`src/rtl/differentiator_pkg.sv`:
```
// differentiator_pkg: shared constants and elaboration helpers for the comb chain
//   max_delay   : deepest differential delay a comb stage supports
//   clamp_delay : folds an out-of-range delay onto the legal 1..max_delay range
//   slice_lsb   : lowest kept bit when truncating an n-bit result to m bits
package differentiator_pkg;

    localparam int max_delay = 4;

    function automatic int clamp_delay(input int d);
        return (d < 1) ? 1 : ((d > max_delay) ? max_delay : d);
    endfunction

    function automatic int slice_lsb(input int n, input int m);
        return (m >= n) ? 0 : n - m;
    endfunction

endpackage

```
`src/rtl/differentiator_comb_stage.sv`:
```
// comb_stage: one comb section, o = i - i(d strobes ago), wrapping modulo 2^n
//   clk   : clock, all updates on posedge
//   clr   : asynchronous active-low clear of history and output register
//   flush : synchronous clear; a coincident strobe is dropped
//   i_stb : input valid, history only advances on accepted samples
//   i     : signed input sample
//   o_stb : registered valid, one cycle per accepted sample
//   o     : registered difference, held between strobes
module comb_stage
    import differentiator_pkg::*;
#(
    parameter int n = 17,
    parameter int d = 1
) (
    input  logic                clk,
    input  logic                clr,
    input  logic                flush,
    input  logic                i_stb,
    input  logic signed [n-1:0] i,
    output logic                o_stb,
    output logic signed [n-1:0] o
);

    localparam int dd = clamp_delay(d);

    // h[0] is the most recent accepted sample, h[dd-1] the one d strobes back
    logic [n-1:0] h [dd];

    always_ff @(posedge clk or negedge clr) begin
        if (!clr) begin
            for (int k = 0; k < dd; k++) h[k] <= '0;
            o     <= '0;
            o_stb <= 1'b0;
        end else if (flush) begin
            for (int k = 0; k < dd; k++) h[k] <= '0;
            o     <= '0;
            o_stb <= 1'b0;
        end else begin
            o_stb <= i_stb;
            if (i_stb) begin
                o    <= i - h[dd-1];
                h[0] <= i;
                for (int k = 1; k < dd; k++) h[k] <= h[k-1];
            end
        end
    end

endmodule

```
`src/rtl/differentiator.sv`:
```
// differentiator: s cascaded comb stages forming the comb half of a CIC decimator
//   clk     : clock, all updates on posedge
//   clr     : asynchronous active-low reset of every stage
//   flush   : synchronous clear of all history and samples in flight
//   in_stb  : input sample strobe
//   in      : signed n-bit input sample
//   out_stb : one-cycle pulse per accepted sample, s edges after acceptance
//   out     : top m bits of the last stage's registered result (floor scaling)
module differentiator
    import differentiator_pkg::*;
#(
    parameter int n = 17,
    parameter int m = 16,
    parameter int s = 3,
    parameter int d = 1
) (
    input  logic                clk,
    input  logic                clr,
    input  logic                flush,
    input  logic                in_stb,
    input  logic signed [n-1:0] in,
    output logic                out_stb,
    output logic signed [m-1:0] out
);

    localparam int lsb = slice_lsb(n, m);

    logic [s:0]          stb;
    logic signed [n-1:0] dat [s+1];

    assign stb[0] = in_stb;
    assign dat[0] = in;

    for (genvar g = 0; g < s; g++) begin : g_stage
        comb_stage #(.n(n), .d(d)) u_stage (
            .clk   (clk),
            .clr   (clr),
            .flush (flush),
            .i_stb (stb[g]),
            .i     (dat[g]),
            .o_stb (stb[g+1]),
            .o     (dat[g+1])
        );
    end

    // The last stage's register is the output register; slicing it keeps latency at s edges
    assign out_stb = stb[s];
    assign out     = dat[s][lsb +: m];

endmodule
```
`config.mk`:
```
export PLATFORM = sky130hd
export DESIGN_NAME = differentiator
export DESIGN_NICKNAME = d
export VERILOG_FILES = /design/src/rtl/differentiator_pkg.sv /design/src/rtl/differentiator_comb_stage.sv /design/src/rtl/differentiator.sv
export SDC_FILE = /design/constraint.sdc
export NUM_CORES = 1
export LEC_CHECK = 0
export ABC_AREA = 1
export ABC_CLOCK_PERIOD_IN_PS = 3500
export BUFFER_PORTS_ARGS = -buffer_cell sky130_fd_sc_hd__buf_4
export CAP_MARGIN = 5
export CORE_ASPECT_RATIO = 1.1
export CORE_MARGIN = 5
export CORE_UTILIZATION = 50
export DETAILED_ROUTE_END_ITERATION = 6
export HOLD_SLACK_MARGIN = 0.15
export PLACE_DENSITY = 0.67
export SETUP_SLACK_MARGIN = 0.1
export SLEW_MARGIN = 20
export SYNTH_ARGS = -nofsm -noshare
export SYNTH_HDL_FRONTEND = slang
export SYNTH_SLANG_ARGS = --single-unit
```
`constraint.sdc`:
```
create_clock -name clk -period 3.5 [get_ports clk]
set_input_delay 0.7 -clock clk [delete_from_list [all_inputs] [get_ports clk]]
set_output_delay 0.7 -clock clk [all_outputs]
set_load 0.05 [all_outputs]
```
# After elaboration in Yosys (flattened, before gate mapping)
# Cells that the tools add are included.
# totals
elab_cells	30
register_bits	105
# op_classes
mux	15
n_reduce_logical	3
n_addsub	3
# ops
cell	n
$mux W17	12
$sub A17 B17 Y17	3
$reduce_bool A2 Y1	3
$mux W1	3

# Longest topological paths before layout
# logic_depth
ltp_word	3
mapped_depth	14

# Modules after synthesis
# From an unflattened synthesis, not the netlist that was laid out.
# unflattened
cells_unflattened	1035
hier_area_um2	7148.1
# by_module_without_submodules
module	instances	cells_per_inst	area_each_um2
comb_stage (g_stage[0].u_stage ...)	2	345	2387.3
comb_stage (g_stage[2].u_stage)	1	345	2373.5

# Worst setup path before layout
# OpenSTA, ideal clock, no wires.
# synth_timing
path_kind	input port to flip-flop
start	input in[0]
end	register g_stage[0].u_stage.o[16]
setup_slack_ps	1482
arrival_time_ps	1901
stages	13
path_buffers	0
required_ps	3383
path_cell_list	inv_1 -> ha_1 -> fa_1 -> inv_1 -> nand2_1 -> nand2_1 -> nand3_1 -> nand2_2 -> nand2_1 -> nand2_1 -> nand2_1 -> nand3_1 -> nand2_1
# synth_between
elab_chain_len	3
# synth_rtl
item	line	text
start, declared	differentiator.sv:21	input logic signed [n-1:0] in,
$sub A17 B17 Y17	differentiator_comb_stage.sv:41	o <= i - h[dd-1];
$mux W17	differentiator_comb_stage.sv:40	if (i_stb) begin
$mux W17	differentiator_comb_stage.sv:34	end else if (flush) begin
end signal, assigned	differentiator_comb_stage.sv:41	
end, declared	differentiator_comb_stage.sv:21	output logic signed [n-1:0] o
# Every way passes these cells. The select of a mux whose other input is x is not followed.
# A chain may end at the register's enable or synchronous reset.

# Final worst setup path
# Ends and elaborated chain as after synthesis.

==> flow_summary.toml <==
[floorplan]
die_h_um = 134
dieArea_sq_mm = 0.0164
rows = 45
ios = 38
die_w_um = 122
coreArea_sq_mm = 0.0137
start_util = 0.506

[setup_path]
rrSetupSlack_ns = 1.62
critPathArrivalTime_ns = 2.14
crit_required_ns = 3.74
worstPathMaxFanout = 4
worstSetupPathType = "primary input to register"
worstSetupEndpointType = "register"
start_kind = "primary input"

[clock_tree]
hold_buffers = 0
cts-root-buf = "clkbuf_16"
cts_tree = "yes"
cts_buffers = 9
cts_setup_buffers = 0
numClockSinks = 104
htreeDepth = 3
clock_path_buffers = 2
ctsResizeCount = 0
clock_latency_ns = 0.35
cts.clk_slew.worst_paths_ns = 0.07

[sta]
fin_crit_ns = 1.90
drv_slew = 0
fin_tns_setup_ns = 0
slew_headroom = 0.520
tightest_slew_ns = 0.719
setup_viol = 0
finalHoldViolations = 0
rsz0062_at_grt = "false"
fin_worst_skew_ns = 0.00485
fmax_mhz = 527
fin_crit_sh = 0.542

[synth]
synth-seq-area-share = 0.375
synth_area_per_cell_sq_um = 6.93
synth.distinct_cells = 31
yosys_warnings = 0
syn_nets = 1074
ys_ff_latch = 104
syn_area_sq_mm = 0.00695
syn_inst = 1003

[final_layout]
drive_gt1_frac = 0.0719
syn2layout_area_growth_pct = 8.97
fin_util = 0.551
num_antenna_cells = 0
postLayoutCellArea_sq_mm = 0.00757
layout.nets = 1095

[placed_design]
hpwl_um = 10500
io_buffers = 37
gp_congestion = 0.853
dpl_cell_area_sq_mm = 0.00728

[grt]
antenna_found_initial = 0
grt_max_degree = 54
grt-ovfl-total = 0
grt_pass1_wl_um = 24700
globalRouteTotalUtil = 0.185
first_global_vias = 5557

[route]
drt_iter0_markers = 274
drt_pass1_iterations = 5
route.detailed.drc = 0
ant_nets = 0
wire_per_inst_um = 11.5
vias_per_cell = 4.70
drt_wl_total_um = 14000
vias = 5719

[power]
leakage_nw = 4.36
p_total_mw = 3.44
p_per_area_mw_per_mm2 = 454
peakVddDrop_uv = 195

[hold_path]
hold_class = "primary input to asynchronous set/reset pin"

[status]
status = "complete, no violations"

[run]
cap_violations = 0
## sequential cells by signal (all words and copies together), names as in the netlist
name and flops:
g_stage.u_stage.h 51, g_stage.u_stage.o 50, g_stage.u_stage.o_stb 3
## routing by layer
metal  global-route usage  wire length, um  up-vias
li1                     -                -     3127
met1                0.223             6370     2484
met2                0.324             6740       82
met3               0.0255              395       26
met4               0.0859              448        0
met5                    0                0        -
## cell families (layout without fill, tap and decap cells)
kind of cell    count (synthesis)  count (layout)  share of synthesized area
compound gates                131             131                      0.101
xor+xnor                        3               3                    0.00378
fa+ha+maj                      50              50                     0.0933
buf+inv                       242             268                      0.145
flops                         104             104                      0.375
simple gates                  473             473                      0.282
## worst paths after layout
path                                         startpoint                       end  cells after the start
worst max register to register  g_stage[0].u_stage.o[0]  g_stage[1].u_stage.o[16]                     13
min in group clk                g_stage[2].u_stage.o[4]   g_stage[2].u_stage.o[4]                      2
max in group asynchronous                           clr  g_stage[1].u_stage.h[12]                      2
worst min register to register  g_stage[2].u_stage.o[4]   g_stage[2].u_stage.o[4]                      2
worst min-delay path                                clr   g_stage[2].u_stage.o[2]                      1
worst max-delay path                              in[0]  g_stage[0].u_stage.o[16]                     14
## power breakdown
group          internal, mW  switching (mW)  leakage, nW
Clock                 0.538           0.435        0.145
Combinational         0.389           0.757         2.80
Sequential             1.28          0.0446         1.42
Total                  2.20            1.24         4.36
## placed cells by master (no fill, tap or decap)
cell,n
xnor2_1,3
nand2_1,358
ha_1,47
clkbuf_1,1
nand2_2,5
nand3b_1,5
a22o_1,3
inv_1,208
clkinv_2,3
and2_1,1
nor3_1,12
nor2_1,26
o22ai_1,23
a21oi_1,45
buf_4,39
nand2_4,3
inv_2,4
nand4_1,3
nor2_4,1
or2_0,3
nand3_1,49
fa_1,3
or2_1,3
buf_12,1
clkbuf_8,3
o21ai_1,2
and2_4,2
o21ai_2,2
clkbuf_16,9
dfrtp_1,104
o21ai_0,56
nand3_2,2
## cell type report
cell class / count / area [sq um]
Fill cell: 1385 / 6170
Multi-Input combinational cell: 657 / 3340
Sequential cell: 104 / 2600
Inverter: 212 / 796
Timing Repair Buffer: 40 / 313
Clock buffer: 13 / 270
Tap cell: 188 / 235
Clock inverter: 3 / 15.0
## through the flow
stage	hold slack [ns]	setup slack (ns)	instances
after floorplan	0.404	1.48	1003
after global placement	0.464	1.26	1201
after detailed placement	0.467	1.21	1201
after CTS	0.414	1.59	1217
after global routing	0.455	1.44	1217
final	0.394	1.60	1217
## synth_stat cells, drive strengths merged
cell type	number	area, sq um
and2	3	23.8
nor3	12	60.1
ha	47	588
xnor2	3	26.3
nand3b	5	37.5
fa	3	60.1
a21oi	45	225
or2	6	37.5
nor2	27	109
a22o	3	26.3
nand3	51	265
clkbuf	2	8.75
nand4	3	18.8
inv	212	796
o21ai	60	308
buf	28	201
nand2	366	1410
dfrtp	104	2600
o22ai	23	144
## critical path, cell delays in order
cell	delay [ns]
buf_4	0.08
inv_1	0.04
ha_1	0.22
fa_1	0.36
inv_1	0.10
nand2_1	0.07
nand2_1	0.08
nand3_1	0.09
nand2_2	0.12
nand2_1	0.07
nand2_1	0.06
nand2_1	0.04
nand3_1	0.07
nand2_1	0.05
(Power assumes the default switching activity.)
